<file path="src/rtl/apuf_pkg.sv">
// Shared definitions for the arbiter-PUF evaluation controller: FSM state
// encoding, a constant-expression clog2 helper and default chain geometry.
package apuf_pkg;

    typedef enum logic [1:0] {
        IDLE = 2'd0,
        ARM  = 2'd1,
        FIRE = 2'd2,
        DONE = 2'd3
    } apuf_state_t;

    localparam int C_LENGTH_DEF = 64;
    localparam int N_CHAINS_DEF = 4;

    function automatic int clog2(input int value);
        int result;
        result = 0;
        while ((1 << result) < value) result = result + 1;
        return result;
    endfunction

endpackage

</file>
<file path="src/rtl/apuf_sync2.sv">
// Two-flop synchroniser for one asynchronous arbiter output bit; both flops
// carry ASYNC_REG so implementation keeps them adjacent and untouched.
module apuf_sync2 (
    input  logic clk,
    input  logic rst,
    input  logic d,
    output logic q
);

    (* ASYNC_REG = "TRUE" *) logic meta_q;
    (* ASYNC_REG = "TRUE" *) logic sync_q;
    logic meta_d;
    logic sync_d;

    always_comb begin
        meta_d = d;
        sync_d = meta_q;
    end

    always_ff @(posedge clk) begin
        if (rst) begin
            meta_q <= 1'b0;
            sync_q <= 1'b0;
        end else begin
            meta_q <= meta_d;
            sync_q <= sync_d;
        end
    end

    assign q = sync_q;

endmodule

</file>
<file path="src/rtl/apuf_eval_ctrl.sv">
// Sequencing controller for a multi-chain arbiter PUF: latch, settle, launch,
// sample, optional majority vote. Define APUF_MAJORITY_VOTE_EN for N_EVAL-fold voting.
module apuf_eval_ctrl
    import apuf_pkg::*;
#(
    parameter int C_LENGTH      = C_LENGTH_DEF,
    parameter int N_CHAINS      = N_CHAINS_DEF,
    parameter int SETTLE_CYCLES = 4,
    parameter int N_EVAL        = 5
) (
    input  logic                         Clk,
    input  logic                         Rst,
    input  logic                         Start,
    input  logic                         Mode,
    input  logic [C_LENGTH-1:0]          Challenge,
    output logic                         Busy,
    output logic                         Done,
    output logic [N_CHAINS-1:0]          Response,
    output logic                         Launch,
    output logic [N_CHAINS*C_LENGTH-1:0] Chain_challenge,
    input  logic [N_CHAINS-1:0]          Arb_in
);

    localparam int                 PHASE_W    = clog2(SETTLE_CYCLES);
    localparam logic [PHASE_W-1:0] PHASE_LAST = PHASE_W'(SETTLE_CYCLES - 1);

    if (SETTLE_CYCLES < 3 || N_EVAL < 1 || (N_EVAL % 2) == 0) begin : g_bad_params
        $error("apuf_eval_ctrl: SETTLE_CYCLES must be >= 3 and N_EVAL odd and >= 1");
    end

    apuf_state_t         state_q, state_d;
    logic [PHASE_W-1:0]  phase_q, phase_d;
    logic [C_LENGTH-1:0] challenge_q, challenge_d;
    logic                mode_q, mode_d;
    logic                busy_q, busy_d;
    logic                done_q, done_d;
    logic                launch_q, launch_d;
    logic [N_CHAINS-1:0] response_q, response_d;
    logic [N_CHAINS-1:0] arb_sync;
    logic [N_CHAINS-1:0] vote_bits;
    logic                last_eval;

    for (genvar k = 0; k < N_CHAINS; k++) begin : g_sync
        apuf_sync2 u_sync (
            .clk (Clk),
            .rst (Rst),
            .d   (Arb_in[k]),
            .q   (arb_sync[k])
        );
    end

    // Chain k sees the latched challenge rotated left by k bits.
    always_comb begin
        Chain_challenge = '0;
        for (int k = 0; k < N_CHAINS; k++) begin
            Chain_challenge[k*C_LENGTH +: C_LENGTH] =
                (challenge_q << k) | (challenge_q >> (C_LENGTH - k));
        end
    end

`ifdef APUF_MAJORITY_VOTE_EN
    localparam int VOTE_W = clog2(N_EVAL + 1);

    logic [VOTE_W-1:0]                eval_q, eval_d;
    logic [N_CHAINS-1:0][VOTE_W-1:0]  vote_q, vote_d;
    logic [N_CHAINS-1:0][VOTE_W-1:0]  vote_sum;

    // The final vote includes the bit being sampled in the current cycle.
    always_comb begin
        vote_sum  = '0;
        vote_bits = '0;
        for (int k = 0; k < N_CHAINS; k++) begin
            vote_sum[k]  = vote_q[k] + VOTE_W'(arb_sync[k]);
            vote_bits[k] = (vote_sum[k] > VOTE_W'(N_EVAL / 2));
        end
        last_eval = (eval_q == VOTE_W'(N_EVAL - 1));
    end
`else
    always_comb begin
        vote_bits = arb_sync;
        last_eval = 1'b1;
    end
`endif

    always_comb begin
        state_d     = state_q;
        phase_d     = phase_q;
        challenge_d = challenge_q;
        mode_d      = mode_q;
        busy_d      = busy_q;
        done_d      = 1'b0;
        launch_d    = launch_q;
        response_d  = response_q;
`ifdef APUF_MAJORITY_VOTE_EN
        eval_d      = eval_q;
        vote_d      = vote_q;
`endif
        case (state_q)
            IDLE: begin
                if (Start) begin
                    state_d     = ARM;
                    phase_d     = '0;
                    challenge_d = Challenge;
                    mode_d      = Mode;
                    busy_d      = 1'b1;
`ifdef APUF_MAJORITY_VOTE_EN
                    eval_d      = '0;
                    vote_d      = '0;
`endif
                end
            end
            ARM: begin
                if (phase_q == PHASE_LAST) begin
                    state_d  = FIRE;
                    phase_d  = '0;
                    launch_d = 1'b1;
                end else begin
                    phase_d = phase_q + 1'b1;
                end
            end
            FIRE: begin
                if (phase_q == PHASE_LAST) begin
                    phase_d  = '0;
                    launch_d = 1'b0;
`ifdef APUF_MAJORITY_VOTE_EN
                    eval_d   = eval_q + 1'b1;
                    vote_d   = vote_sum;
`endif
                    if (last_eval) begin
                        state_d    = DONE;
                        busy_d     = 1'b0;
                        done_d     = 1'b1;
                        response_d = mode_q ? N_CHAINS'(^vote_bits) : vote_bits;
                    end else begin
                        state_d = ARM;
                    end
                end else begin
                    phase_d = phase_q + 1'b1;
                end
            end
            DONE: begin
                state_d = IDLE;
            end
            default: begin
                state_d = IDLE;
            end
        endcase
    end

    always_ff @(posedge Clk) begin
        if (Rst) begin
            state_q     <= IDLE;
            phase_q     <= '0;
            challenge_q <= '0;
            mode_q      <= 1'b0;
            busy_q      <= 1'b0;
            done_q      <= 1'b0;
            launch_q    <= 1'b0;
            response_q  <= '0;
`ifdef APUF_MAJORITY_VOTE_EN
            eval_q      <= '0;
            vote_q      <= '0;
`endif
        end else begin
            state_q     <= state_d;
            phase_q     <= phase_d;
            challenge_q <= challenge_d;
            mode_q      <= mode_d;
            busy_q      <= busy_d;
            done_q      <= done_d;
            launch_q    <= launch_d;
            response_q  <= response_d;
`ifdef APUF_MAJORITY_VOTE_EN
            eval_q      <= eval_d;
            vote_q      <= vote_d;
`endif
        end
    end

    assign Busy     = busy_q;
    assign Done     = done_q;
    assign Launch   = launch_q;
    assign Response = response_q;

endmodule

</file>
<file path="config.mk">
export PLATFORM = sky130hd
export DESIGN_NAME = apuf_eval_ctrl
export DESIGN_NICKNAME = d
export VERILOG_FILES = /design/src/rtl/apuf_pkg.sv /design/src/rtl/apuf_sync2.sv /design/src/rtl/apuf_eval_ctrl.sv
export SDC_FILE = /design/constraint.sdc
export NUM_CORES = 1
export LEC_CHECK = 0
export CORE_AREA = 4 4 129 131
export CTS_CLUSTER_SIZE = 12
export DETAILED_ROUTE_END_ITERATION = 10
export DIE_AREA = 0 0 133 135
export PLACE_DENSITY = 0.76
export SLEW_MARGIN = 5
export SYNTH_ARGS = -nofsm -noshare
export SYNTH_HDL_FRONTEND = slang
export SYNTH_SLANG_ARGS = --single-unit
</file>
<file path="constraint.sdc">
create_clock -name Clk -period 1.6 [get_ports Clk]
set_clock_uncertainty 0.2 [all_clocks]
set_input_delay 0.4 -clock Clk [delete_from_list [all_inputs] [get_ports Clk]]
set_output_delay 0.4 -clock Clk [all_outputs]
set_load 0.05 [all_outputs]
</file>
# Word-level counts from Yosys, hierarchy flattened
# Index checks and enable logic that the tools add are counted.
# classes
bitwise	4
muxes	14
add_sub_neg	1
order_cmp	0
reduce_logical	13
div	0
mul	0
eq_ne	7
shift	0
# op_table
op	count
$or A64 B1 Y64	1
$or A64 B2 Y64	1
$or A64 B3 Y64	1
$mux W2	5
$reduce_and A3 Y1	3
$pmux W2 S4	1
$eq A2 B2 Y1 const B	3
$ne A2 B2 Y1 const B	3
$reduce_and A2 Y1	3
$reduce_bool A2 Y1	3
$mux W1	4
$mux W4	1
$pmux W1 S2	2
$pmux W2 S2	1
$reduce_or A2 Y1	2
$reduce_xor A4 Y1	1
$add A2 B1 Y2 const B	1
$eq A2 B1 Y1 const B	1
$logic_not A2 Y1	1
$not A1 Y1	1
# word_totals
input_bits	72
wordCells	55
reg_bits	84
latch_bits	0
rom_bits	0
ram_bits	0
memories	0

# Depth between registers and ports, before layout
# Gate-level depths: netlist of run 1.
# depth
ltp_word	4
depth_mapped	7

# By module
# From an unflattened synthesis of run 1, not the netlist that was laid out.
# hier_totals
hier_cells	557
area_unflattened_um2	4464.3
# modules_own_cells
mod	cells_each	area_per_inst_um2	instances
apuf_eval_ctrl	541	4254.1	1
apuf_sync2	4	52.6	4

# Worst setup path before layout of run 1
# Ideal clock, no wire load.
# synth_timing
path_kind	register to register
startpoint	reg state_q[0]
endpoint	reg challenge_q[0]
n_path_buf	2
t_arrival_ps	1288
setup_slack_ps	41
setup_time_ps	71
path_stages_with_launch	8
cell_sequence	dfxtp_1 inv_1 ha_1 nand2_1 buf_2 buf_2 nand2_1 a21oi_1
# synth_via
elab_chain_cells	2
# synth_lines
element	line_no	source
from (decl)	apuf_eval_ctrl.sv:31	apuf_state_t state_q, state_d;
from (signal assigned)	apuf_eval_ctrl.sv:165	state_q <= state_d;
$logic_not A2 Y1	apuf_eval_ctrl.sv:98	case (state_q)
$reduce_and A2 Y1 (no source line)	--	
to (signal assigned)	apuf_eval_ctrl.sv:167	challenge_q <= challenge_d;
to (decl)	apuf_eval_ctrl.sv:33	logic [C_LENGTH-1:0] challenge_q, challenge_d;
# Every way passes these cells.
# A chain may end at the register's enable or synchronous reset.

# Worst setup path in the final report of run 1
# layout_timing
startpoint	reg state_q[0]
endpoint	reg challenge_q[17]
# The elaborated chain is that of the path after synthesis.

==> out/results.ini, run 1 <==
[logic_synthesis]
syn_area_um2 = 4490
avgSynthCellArea_um2 = 8.05
synth_warnings = 0
synth_fp_nets = 637
synth-seq-cells = 84
synth_top_area_cell = dfxtp_1
synthDominantCellAreaShare = 0.375
synthTopCellsByArea = dfxtp_1 (37%), buf_4 (32%), nand2_1 (11%)
synth_cells = 558
yosysUniqueCellTypes = 28
ys_seq_area_frac = 0.375

[timing]
setup_viol = 0
worst_pin_slew_ns = 0.275
hold_viol = 0
tns_ns = 0
fin_crit_sh = 0.987
grt_setup_unrepaired = yes
drv_slew = 0
max_freq_mhz = 633
min_period_ns = 1.58
relSlewSlack = 0.815

[outcome]
status = finished clean

[clock_tree]
cts.sinks = 84
clock-root-buffer = clkbuf_16
cts_tree = yes
clock_latency_ns = 0.34
clock_path_buffers = 2
htreeDepth = 3
clk_pin_slew_ns = 0.07
tritoncts.num_buffers = 9

[place]
dpl_cell_area_um2 = 9560
port-buffer-count = 334
place_congestion = 0.781
hpwl_mm = 13.2

[finish]
final_area_um2 = 10300
nets = 817
nFillCells = 1053
multi_input_area_um2 = 1290
final_layout_size_suffix_gt1_frac = 0.541
antenna_cells = 0
regArea_um2 = 1820
synthToLayoutAreaGrowth_pct = 130

[drt]
wl_per_cell_um = 17.6
firstDrtPassIters = 4
avgViaCountPerCell = 4.32
drt_iter0_drc = 199
postRouteAntennaNets = 0
drc = 0
drt-total-wl_mm = 16.9
via_count = 4139

[power]
fin_total_pwr_uw = 17200
vdd_drop_max_mv = 0.898
p_per_area_nw_per_um2 = 1670
leakage_uw = 0.00414

[floorplan]
core-area_um2 = 15600
rows = 46
initial_utilization = 0.288
die_width_um = 133
dieHeight_um = 135
pin_count = 335
die_area_um2 = 18000

[min_path]
hp-class = in -> reg

[setup_path]
crit_chain = inv_4 -> ha_4 -> and2_4 -> buf_12 -> buf_16 -> nand2_1 -> a21oi_2
crit_path_end_kind = flip-flop
critPathLaunchType = flip-flop
critPathKind = reg -> reg
cp.required_ns = 1.66
cp_top_family = buffers and inverters
slowest_stage = dfxtp_2
path_buf_inv = 3
max_stage_delay_ns = 0.33
arrival_ns = 1.64
path_max_fanout = 19

[grt]
grt_overflow = 0
grt_max_degree = 39
antenna_found_initial = 0
grt_pass1_wl_mm = 25.1
grt_use_total = 0.179
grt_pass1_vias = 4478

[job]
cap_viol_max_count = 0

flip-flops by register name, indices dropped and copies added (netlist names):
signal / cells
Busy: 1
Done: 1
Launch: 1
Response: 4
challenge_q: 64
g_sync.u_sync.meta_q: 4
g_sync.u_sync.q: 4
mode_q: 1
phase_q: 2
state_q: 2
through the flow:
stage | setup WS (ns) | cells | hold slack, ns | utilization
after detailed placement | -0.328 | 938 | 0.224 | 0.613
after floorplan | 0.0408 | 558 | 0.214 | -
after global placement | -0.240 | 938 | 0.224 | 0.613
after global routing | -0.0442 | 959 | 0.183 | 0.661
after CTS | 0.0000669 | 957 | 0.160 | 0.650
final | 0.0202 | 959 | 0.183 | 0.661
final cells by class:
class                      instances  share of cell area
multi-input combinational        257               0.125
clock inverter                     6             0.00704
inverter                           2            0.000971
tap                              216              0.0262
sequential                        84               0.177
clock buffer                      10              0.0222
timing repair buffer             384               0.642
logic make-up (layout without fill, tap and decap cells):
| kind of cell | Yosys count | in the layout | share of synthesized area |
|---|---|---|---|
| buffers and inverters | 217 | 402 | 0.353 |
| flip-flops | 84 | 84 | 0.375 |
| XOR/XNOR | 3 | 3 | 0.00585 |
| AND/OR/NAND/NOR | 167 | 167 | 0.151 |
| adder cells (fa/ha/maj) | 7 | 7 | 0.0195 |
| AO/OA/AOI/OAI | 79 | 79 | 0.0934 |
| multiplexers | 1 | 1 | 0.00223 |
cell usage after synthesis:
cell type,count
buf_6,5
a32oi_1,2
a211oi_1,1
buf_4,193
nand2b_1,3
and2_1,1
a211o_1,1
a21oi_1,71
nor2_1,15
xor2_1,2
nand2b_2,1
and3_1,1
dfxtp_1,84
inv_1,2
nand4_1,1
nor2b_1,8
nor3b_1,3
buf_2,8
o211a_1,1
o21ai_0,1
a31oi_1,1
mux2i_1,1
buf_1,1
xnor2_1,1
a21oi_2,1
nand2_1,134
ha_1,7
clkbuf_1,8
report_power, final:
| part | switching [uW] | internal (uW) | total, uW |
|---|---|---|---|
| clock network | 893 | 1220 | 2120 |
| logic | 6300 | 5590 | 11900 |
| registers | 666 | 2550 | 3210 |
layer usage:
metal / GRT usage / part of all wire
met5: 0 / 0
met4: 0.0635 / 0.025
met3: 0.0708 / 0.096
met2: 0.352 / 0.56
met1: 0.165 / 0.31
worst reg2reg max path, stage by stage, from the launching register on:
cell and delay, ns:
dfxtp_2 0.33, inv_4 0.08, ha_4 0.16, and2_4 0.22
buf_12 0.12, buf_16 0.15, nand2_1 0.11, a21oi_2 0.14
worst paths after layout:
path | slack (ns) | depth (start not counted) | endpoint | from
worst max register to register | 0.02 | 7 | challenge_q[17] | state_q[0]
worst max-delay path | 0.02 | 7 | challenge_q[17] | state_q[0]
worst min register to register | 0.23 | 1 | g_sync[0].u_sync.q | g_sync[0].u_sync.meta_q
worst min-delay path | 0.18 | 2 | challenge_q[16] | Rst
layout by cell type (no fill, tap or decap), drive strengths merged, types with 4 or more instances in the layout:
cell,instances
buf,313
dfxtp,84
clkbuf,10
clkdlybuf4s50,69
nor2,15
a21oi,72
nor2b,8
nand2,134
ha,7
nand2b,4
what timing repair did:
item | 4_1_cts | 5_1_grt
hold buffers | 0 | 0
setup buffers | 1 | 2
gates resized for setup | 89 | 53
setup endpoints to repair | 293 | 162
pin swaps | 0 | 1
cloned | 2 | 0
Power figures use the tool's default switching activity.
==> inputs of run 2 (changes only) <==
Settings changed: CORE_AREA 4 4 129 131 to 2 2 131 133, PLACE_DENSITY 0.76 to 0.72, REMOVE_ABC_BUFFERS set to 1.
==> run 2 against run 1 <==
Against the previous run: combinational power increased by 3%; critical path depth decreased by 5; largest power group unchanged; wire length increased by 5.2%; sequential power decreased by 6.2%; cell area increased by 1.7%; cell count increased by 2.4%; clock power decreased by 3%; via count increased by 1.3%; first-iteration DRC count increased by 12%.
==> out/results.ini, run 2 (synthesis gave the netlist of run 1 again) <==
[outcome]
status = finished clean

[floorplan]
initial_utilization = 0.274  ; -0.0142
dieHeight_um = 135  ; unchanged
die_area_um2 = 18000  ; unchanged
die_width_um = 133  ; unchanged
core-area_um2 = 16400  ; +5.2%
pin_count = 335  ; unchanged
rows = 47  ; +2.2%

[setup_path]
arrival_ns = 0.98  ; -0.66 ns
path_max_fanout = 5  ; -14
worstReg2RegStart = state_q[1]
crit_path_end_kind = output pin
critPathLaunchType = flip-flop
cp-startpoint = challenge_q[60]
cp.required_ns = 1.00  ; -0.66 ns
critPathKind = reg -> out

[finish]
final_common_cell = buf_12
largest-register = challenge_q
final_area_um2 = 10500  ; +1.7%
nets = 837  ; +2.4%
multi_input_area_um2 = 1290  ; +0.29%
synthToLayoutAreaGrowth_pct = 133
nFillCells = 1132  ; +7.5%
antenna_cells = 0  ; unchanged
final_layout_size_suffix_gt1_frac = 0.547  ; +0.00619
largest_reg_flops = 64  ; unchanged
regArea_um2 = 1790  ; -1.7%
final_cell_mix = buf_12 (269), nand2_1 (132), clkdlybuf4s50_1 (70)

[drt]
drc = 0  ; unchanged
wl_per_cell_um = 18.1  ; +2.7%
avgViaCountPerCell = 4.27  ; -1.1%
firstDrtPassIters = 4  ; unchanged
drt-total-wl_mm = 17.8  ; +5.2%
postRouteAntennaNets = 0  ; unchanged
drt_iter0_drc = 223  ; +12%
via_count = 4191  ; +1.3%

[clock_tree]
cts_tree = yes
ctsHoldBuffers = 0  ; unchanged
clock_latency_ns = 0.34  ; about the same
clk_pin_slew_ns = 0.06  ; about the same
cts.sinks = 84  ; unchanged
clock_path_buffers = 2  ; unchanged
clock-root-buffer = clkbuf_16
htreeDepth = 3  ; unchanged
tritoncts.num_buffers = 9  ; unchanged

[timing]
fin_crit_sh = 0.987  ; about the same
holdWs_ns = 0.186  ; +0.00316 ns
setup_viol = 0  ; unchanged
max_freq_mhz = 633  ; about the same
grt_setup_unrepaired = yes
hold_viol = 0  ; unchanged
min_period_ns = 1.58  ; -0.000501 ns
worst_pin_slew_ns = 0.225  ; -0.0498 ns
drv_slew = 0  ; unchanged
relSlewSlack = 0.848  ; +0.0335
setup_slack_ns = 0.0207  ; +0.000501 ns

[job]
cap_viol_max_count = 0  ; unchanged

[min_path]
hp-class = in -> reg
holdCritStartpoint = Rst

[power]
p_per_area_nw_per_um2 = 1660  ; -0.55%
vdd_drop_max_mv = 0.847  ; -5.7%
leakage_uw = 0.00425  ; +2.6%
fin_total_pwr_uw = 17400  ; +1.1%

[grt]
grt_overflow = 0  ; unchanged
antenna_found_initial = 1  ; +1
grt_pass1_wl_mm = 25.9  ; +3.0%
grt_pass1_vias = 4452  ; -0.58%
grt_max_degree = 48  ; +23%
grt_use_total = 0.186  ; +0.00765

[place]
hpwl_mm = 13.3  ; +0.26%
place_ws_ns = -0.306  ; +0.0226 ns
dpl_cell_area_um2 = 9700  ; +1.5%
place_congestion = 0.822  ; +5.2%
port-buffer-count = 334  ; unchanged

==> run 2: changes by cell type in the layout (fill, tap and decap cells not counted), moves of 2 or more <==
cell / delta
dfxtp_4: -10
buf_8: -2
dfxtp_1: +5
buf_4: +6
dfxtp_2: +5
buf_6: +13
clkbuf_16: +4
clkinv_2: +3
clkinv_4: -3
==> run 2: critical path, stage by stage (launching register included) <==
cell and delay (ns):
dfxtp_1 0.34, buf_6 0.16, buf_12 0.15
==> run 2: worst paths after layout <==
| check | depth (start not counted) | slack, ns | end |
|---|---|---|---|
| hold reg to reg | 1 | 0.24 | g_sync[0].u_sync.q |
| setup / recovery | 2 | 0.02 | Chain_challenge[255] |
| setup reg to reg | 6 | 0.03 | challenge_q[0] |
| hold / removal | 2 | 0.19 | phase_q[1] |
==> run 2: layout make-up <==
class                   instances  share of cell area
clock buffers                  10              0.0228
inverters                       2            0.000955
repair buffers                404               0.651
clock inverters                 5             0.00502
multi-input cells             257               0.123
flip-flops and latches         84               0.171
well taps                     220              0.0263
==> run 2: timing repair <==
item / in CTS / in global routing
setup endpoints to repair: 255 / 229
pin swaps: 0 / 1
resized for setup: 62 / 73
buffers inserted: 0 / 4
gates cloned: 0 / 4
==> run 2: routing by layer <==
metal | share of wire | track usage
met2 | 0.56 | 0.347
met4 | 0.021 | 0.0573
met5 | 0.00073 | 0
met1 | 0.33 | 0.186
met3 | 0.089 | 0.0837
==> run 2: stage by stage <==
| step | util | instances | TNS, ns |
|---|---|---|---|
| global placement | 0.591 | 959 | -12.76 |
| floorplan | - | 343 | -193.23 |
| global route | 0.639 | 982 | -0.365 |
| finish | 0.639 | 982 | 0 |
| detailed placement | 0.591 | 959 | -15.72 |
| CTS | 0.619 | 974 | 0 |
==> run 2: power by group <==
group	internal, uW	switching, uW
sequential	2530	483
clock	1230	820
combinational	5750	6580
total	9520	7890
